--- src/rtl/router_fsm.sv ---
// Packet router control FSM: header decode, payload/parity load, full and wait handling.
// Optional WAIT_TILL_EMPTY timeout is enabled by defining ROUTER_FSM_WAIT_TIMEOUT_EN.
module router_fsm (
  input  logic       clock,
  input  logic       reset,
  input  logic       pkt_valid,
  input  logic [1:0] data_in,
  input  logic       fifo_empty_0,
  input  logic       fifo_empty_1,
  input  logic       fifo_empty_2,
  input  logic       soft_reset_0,
  input  logic       soft_reset_1,
  input  logic       soft_reset_2,
  input  logic       fifo_full,
  input  logic       parity_done,
  input  logic       low_pkt_valid,
  output logic       detect_add,
  output logic       lfd_state,
  output logic       ld_state,
  output logic       laf_state,
  output logic       full_state,
  output logic       write_enb_reg,
  output logic       rst_int_reg,
  output logic       busy
);

  typedef enum logic [2:0] {
    StDecodeAddress,
    StLoadFirstData,
    StLoadData,
    StFifoFull,
    StLoadAfterFull,
    StLoadParity,
    StCheckParityError,
    StWaitTillEmpty
  } state_e;

  state_e     state_q, state_d;
  logic [1:0] addr_q, addr_d;

  logic       hdr_empty;
  logic       addr_empty;
  logic       addr_soft_reset;

`ifdef ROUTER_FSM_WAIT_TIMEOUT_EN
  localparam logic [4:0] WaitLimit = 5'd29;
  logic [4:0] wait_cnt_q, wait_cnt_d;
`endif

  // Empty flag of the FIFO named by the incoming header (address 3 has none).
  always_comb begin
    hdr_empty = 1'b0;
    unique case (data_in)
      2'd0:    hdr_empty = fifo_empty_0;
      2'd1:    hdr_empty = fifo_empty_1;
      2'd2:    hdr_empty = fifo_empty_2;
      default: hdr_empty = 1'b0;
    endcase
  end

  // Status of the FIFO named by the latched address.
  always_comb begin
    addr_empty      = 1'b0;
    addr_soft_reset = 1'b0;
    unique case (addr_q)
      2'd0: begin
        addr_empty      = fifo_empty_0;
        addr_soft_reset = soft_reset_0;
      end
      2'd1: begin
        addr_empty      = fifo_empty_1;
        addr_soft_reset = soft_reset_1;
      end
      2'd2: begin
        addr_empty      = fifo_empty_2;
        addr_soft_reset = soft_reset_2;
      end
      default: begin
        addr_empty      = 1'b0;
        addr_soft_reset = 1'b0;
      end
    endcase
  end

  always_comb begin
    addr_d = addr_q;
    if (state_q == StDecodeAddress && pkt_valid) begin
      addr_d = data_in;
    end
  end

  always_comb begin
    state_d = state_q;
    unique case (state_q)
      StDecodeAddress: begin
        if (pkt_valid && data_in != 2'd3) begin
          state_d = hdr_empty ? StLoadFirstData : StWaitTillEmpty;
        end
      end
      StLoadFirstData: state_d = StLoadData;
      StLoadData: begin
        if (fifo_full) begin
          state_d = StFifoFull;
        end else if (!pkt_valid) begin
          state_d = StLoadParity;
        end
      end
      StFifoFull: begin
        if (!fifo_full) begin
          state_d = StLoadAfterFull;
        end
      end
      StLoadAfterFull: begin
        if (parity_done) begin
          state_d = StDecodeAddress;
        end else if (low_pkt_valid) begin
          state_d = StLoadParity;
        end else begin
          state_d = StLoadData;
        end
      end
      StLoadParity: state_d = StCheckParityError;
      StCheckParityError: begin
        state_d = fifo_full ? StFifoFull : StDecodeAddress;
      end
      StWaitTillEmpty: begin
        if (addr_empty) begin
          state_d = StLoadFirstData;
`ifdef ROUTER_FSM_WAIT_TIMEOUT_EN
        end else if (wait_cnt_q == WaitLimit) begin
          state_d = StDecodeAddress;
`endif
        end
      end
      default: state_d = StDecodeAddress;
    endcase

    // Timeout of the addressed output aborts the packet from any busy state.
    if (state_q != StDecodeAddress && addr_soft_reset) begin
      state_d = StDecodeAddress;
    end
  end

`ifdef ROUTER_FSM_WAIT_TIMEOUT_EN
  // Held at zero outside WAIT_TILL_EMPTY, so it starts from zero on every entry.
  always_comb begin
    wait_cnt_d = '0;
    if (state_q == StWaitTillEmpty) begin
      wait_cnt_d = wait_cnt_q + 5'd1;
    end
  end

  always_ff @(posedge clock) begin
    if (reset) begin
      wait_cnt_q <= '0;
    end else begin
      wait_cnt_q <= wait_cnt_d;
    end
  end
`endif

  always_ff @(posedge clock) begin
    if (reset) begin
      state_q <= StDecodeAddress;
      addr_q  <= 2'd0;
    end else begin
      state_q <= state_d;
      addr_q  <= addr_d;
    end
  end

  always_comb begin
    detect_add    = 1'b0;
    lfd_state     = 1'b0;
    ld_state      = 1'b0;
    laf_state     = 1'b0;
    full_state    = 1'b0;
    write_enb_reg = 1'b0;
    rst_int_reg   = 1'b0;
    busy          = 1'b1;
    unique case (state_q)
      StDecodeAddress: begin
        detect_add = 1'b1;
        busy       = 1'b0;
      end
      StLoadFirstData: lfd_state = 1'b1;
      StLoadData: begin
        ld_state      = 1'b1;
        write_enb_reg = 1'b1;
        busy          = 1'b0;
      end
      StFifoFull: full_state = 1'b1;
      StLoadAfterFull: begin
        laf_state     = 1'b1;
        write_enb_reg = 1'b1;
      end
      StLoadParity: write_enb_reg = 1'b1;
      StCheckParityError: rst_int_reg = 1'b1;
      StWaitTillEmpty: ;
      default: ;
    endcase
  end

endmodule

--- config.mk ---
export PLATFORM = sky130hd
export DESIGN_NAME = router_fsm
export DESIGN_NICKNAME = d
export VERILOG_FILES = /design/src/rtl/router_fsm.sv
export SDC_FILE = /design/constraint.sdc
export NUM_CORES = 1
export LEC_CHECK = 0
export BUFFER_PORTS_ARGS = -buffer_cell sky130_fd_sc_hd__buf_2
export CORE_AREA = 4 4 41 43
export DETAILED_ROUTE_END_ITERATION = 16
export DIE_AREA = 0 0 45 47
export PLACE_DENSITY_LB_ADDON = 0.12
export SKIP_CTS_REPAIR_TIMING = 1
export SYNTH_ARGS = -nofsm -noshare
export SYNTH_HDL_FRONTEND = slang
export SYNTH_SLANG_ARGS = --single-unit
--- constraint.sdc ---
create_clock -name clock -period 1.5 [get_ports clock]
set_input_delay 0.3 -clock clock [delete_from_list [all_inputs] [get_ports clock]]
set_output_delay 0.3 -clock clock [all_outputs]
set_load 0.005 [all_outputs]
-- Yosys cells after proc, flatten, opt, wreduce, memory -nomap -nowiden
Index checks and enable logic that the tools add are counted.
- word-level logic and storage cells: 50
- register bits after elaboration: 5
- input bits: 14
- output and inout bits: 8
- multiplexer cells: 21
- reductions and logical operators: 11
- equal/unequal tests: 16
- operators by type and width (kind ; count):
    2-to-1 mux 3 bit ; 8
    case mux 3 bit (8 select lines) ; 1
    == test 3 bit, second input constant ; 4
    case mux 1 bit (3 select lines) ; 3
    2-to-1 mux 1 bit ; 8
    == test 3 x 2 -> 1 bit, second input constant ; 2
    != test 2 bit, second input constant ; 3
    == test 2 x 1 -> 1 bit, second input constant ; 2
    == test 2 bit, second input constant ; 2
    zero test 2 bit ; 2
    AND reduction 4 bit ; 1
    OR reduction 2 bit ; 2
    == test 3 x 1 -> 1 bit, second input constant ; 1
    logical AND 1 bit ; 3
    zero test 3 bit ; 1
    != test 3 bit, second input constant ; 1
    nonzero test 3 bit ; 1
    OR reduction 3 bit ; 1
    2-to-1 mux 2 bit ; 1
    != test 2 x 1 -> 1 bit, second input constant ; 1

-- Logic depth before layout (Yosys ltp)
- word-level depth: 5
- depth in mapped cells: 6
- mapped depth without buffers: 6

-- Worst setup path before layout
OpenSTA, ideal clock, no wires.
- path kind: flip-flop to flip-flop
- start point: register state_q[1]
- end point: register state_q[2]
- slack: 0.191 ns
- data required time: 1.384 ns
- clock period less this slack: 1.309 ns
- setup time: 0.116 ns
- cell stages (with the launch flop): 5
- data arrival time: 1.192 ns
- cell sequence: dfxtp_1 -> or3_4 -> a21o_1 -> and2_2 -> o211a_1
- word-level cells in the longest chain between the ends: 3
- ends and longest elaborated chain (element ; line ; source):
    from (decl) ; 38 ; state_e state_q, state_d;
    from (signal assigned) ; 164 ; state_q <= StDecodeAddress;
    from (signal assigned) ; 167 ; state_q <= state_d;
    == test 3 x 2 -> 1 bit (tied with other cells) ; 94 ; unique case (state_q)
    != test 3 bit (no line) (tied with other cells) ; - ;
    AND reduction 4 bit (no line) / OR reduction 2 bit (equally long branches) ; - ;
Several ways; a longest one is shown, not always the timed one.
A chain may end at the register's enable or synchronous reset.

-- Worst setup path after layout
- start point: register state_q[0]
- end point: output port detect_add
- word-level cells in the longest chain between the ends: 2
- ends and longest elaborated chain (element ; line ; source):
    zero test 3 bit ; 181 ; unique case (state_q)
    2-to-1 mux 1 bit ; 181 ;
    to (decl) ; 17 ; output logic detect_add,
Every way passes these cells.

==> results.json <==
{
  "run_status": "finished clean",
  "syn_area_per_cell_um2": 7.20,
  "routabilityCongestion": 0.792,
  "cts_tree": "built",
  "hold_start": "reset",
  "hold_class": "in2reg",
  "whs_endpoint": "addr_q[1]$_SDFFE_PP0P_",
  "final_nets": 105,
  "worstSetupStartpointType": "flip-flop",
  "yosysSeqAreaShare_pct": 22.4,
  "htreeDepth": 1,
  "die_x_um": 45,
  "finish.utilization_pct": 49.5,
  "skew_ns": 0.00201,
  "crit_type": "reg2out",
  "r2r-start": "state_q[0]$_SDFFE_PP0P_",
  "setup_viol": 0,
  "maxCapViolCount": 0,
  "regToRegSetupSlack_ns": 0.05,
  "worst_pin_slew_ns": 0.234,
  "io_pins": 22,
  "slew_viol_final": 0,
  "grt_usage_pct": 12.5,
  "grt_setup_unrepaired": "true",
  "syn_inst": 62,
  "post-place-ws_ns": 0.102,
  "vdd_drop_max_mv": 0.616,
  "routed_wl_um": 1100,
  "fmax_mhz": 679,
  "wire_per_inst_um": 10.5,
  "vias": 532,
  "cts-root-buf": "clkbuf_4",
  "post-route-drc-count": 0,
  "cts_sinks": 5,
  "dr.pass1.iters": 4,
  "worstRegToRegCells": 6,
  "required_ns": 1.20,
  "async_reset_ff_share_pct": 0,
  "drt-vias-per-instance": 5.07,
  "rows": 13,
  "hold_viol_final": 0,
  "antenna_found_initial": 0,
  "cts-buffers-inserted": 3,
  "port_buffers": 21,
  "ys_warn_count": 0,
  "critPathCaptureType": "output pin",
  "drive_gt1_share_pct": 45.6,
  "grt_start_max_net_pins": 11,
  "clk_latency_ns": 0.23,
  "synth-edff-count": 0,
  "p_leak_nw": 0.320,
  "hpwl_um": 908,
  "start_util_pct": 34.3,
  "grt_pass1_vias": 466,
  "relSlewSlack_pct": 84.4,
  "clk_path_buf_depth": 2,
  "powerDensity_nw_per_um2": 1500,
  "hold_slack_ns": 0.254,
  "antenna-diode-count": 0,
  "drtIter0Drc": 8,
  "setup_slack_ns": 0.0281,
  "crit_fanout": 7,
  "ant_nets": 0,
  "synth_area_um2": 447,
  "cts.clk_slew.worst_paths_ns": 0.04,
  "period_share_pct": 98.1,
  "holdPathStages": 2,
  "die-height_um": 47,
  "core-area_um2": 1300,
  "synth-main-ff-cell": "dfxtp_1",
  "syn_nets": 76,
  "synth.distinct_cells": 29,
  "syn_to_final_growth_pct": 44.3,
  "die_area_um2": 2120,
  "layout_commonest_cell": "buf_2",
  "final_cell_mix": "buf_2, nand2_1, nor2_1",
  "min_period_ns": 1.47,
  "grt_pass1_wl_um": 1940,
  "ys_ff_latch": 5,
  "arrival_ns": 1.17,
  "r2r_end": "state_q[2]$_SDFFE_PP0P_",
  "overflow": 0
}
-- Yosys cell counts (all sizes together) (2+ instances only) --
master	number	area (um2)
a21o	2	15.0
nor2	6	22.5
nand3b	2	15.0
and3	2	13.8
o21ai	7	38.8
and2	2	15.0
inv	4	15.0
nor2b	2	12.5
nand3	3	20.0
dfxtp	5	100
a21oi	4	20.0
nand2	7	26.3
mux2i	3	30.0
-- sequential cells by signal, summed over array words and instances (netlist names) --
name,flops
addr_q,2
state_q,3
-- how the worst max path moves through the flow --
stage / to / from / cells past startpoint / slack, ns
4_1_cts: detect_add / state_q[0]$_SDFFE_PP0P_ / 3 / -0.05
3_5_place_dp: state_q[2]$_SDFFE_PP0P_ / state_q[0]$_SDFFE_PP0P_ / 4 / 0.10
6_report: detect_add / state_q[0]$_SDFFE_PP0P_ / 3 / 0.03
5_1_grt: detect_add / state_q[0]$_SDFFE_PP0P_ / 3 / -0.01
3_3_place_gp: state_q[2]$_SDFFE_PP0P_ / addr_q[0]$_SDFFE_PP0P_ / 5 / 0.12
2_1_floorplan: state_q[2]$_SDFFE_PP0P_ / state_q[1]$_SDFFE_PP0P_ / 4 / 0.19
-- stage by stage --
step / power, mW / cell area, um2 / setup TNS, ns / instances
floorplan: 0.567 / 447 / 0 / 62
global placement: 0.756 / 589 / 0 / 100
detailed placement: 0.751 / 589 / 0 / 100
CTS: 0.909 / 616 / -0.0614 / 104
global route: 1.08 / 644 / -0.0161 / 105
finish: 0.969 / 644 / 0 / 105
-- cells by family (layout without fill, tap and decap cells) --
group / Yosys count / count (layout) / share of synthesized area [%]
AO/OA/AOI/OAI: 19 / 19 / 26.9
buffers and inverters: 5 / 33 / 4.20
flip-flops: 5 / 5 / 22.4
multiplexers: 3 / 3 / 6.72
AND/OR/NAND/NOR: 30 / 30 / 39.8
-- where the power goes --
group | switching [mW] | internal, mW | total (mW)
registers | 0.0563 | 0.184 | 0.241
clock network | 0.0487 | 0.100 | 0.149
logic | 0.264 | 0.316 | 0.579
-- routing by layer --
layer	share of wire (%)	routed length, um	track usage (%)	vias up
met5	0	0	0	-
li1	-	-	-	280
met2	53	588	20.1	15
met1	38	425	15.7	235
met3	7.1	78	2.30	2
met4	0.91	10	7.02	0
-- worst max-delay path: stages (launching register included) --
cell and delay, ns:
dfxtp_4 0.36, or3_4 0.42, inv_4 0.07, buf_6 0.08
-- layout make-up --
class | instances | area (um2)
clock buffer | 4 | 26.3
fill | 138 | 657
inverter | 4 | 17.5
multi-input combinational | 52 | 332
sequential | 5 | 109
tap | 15 | 18.8
timing repair buffer | 25 | 141
Power figures use the tool's default switching activity.
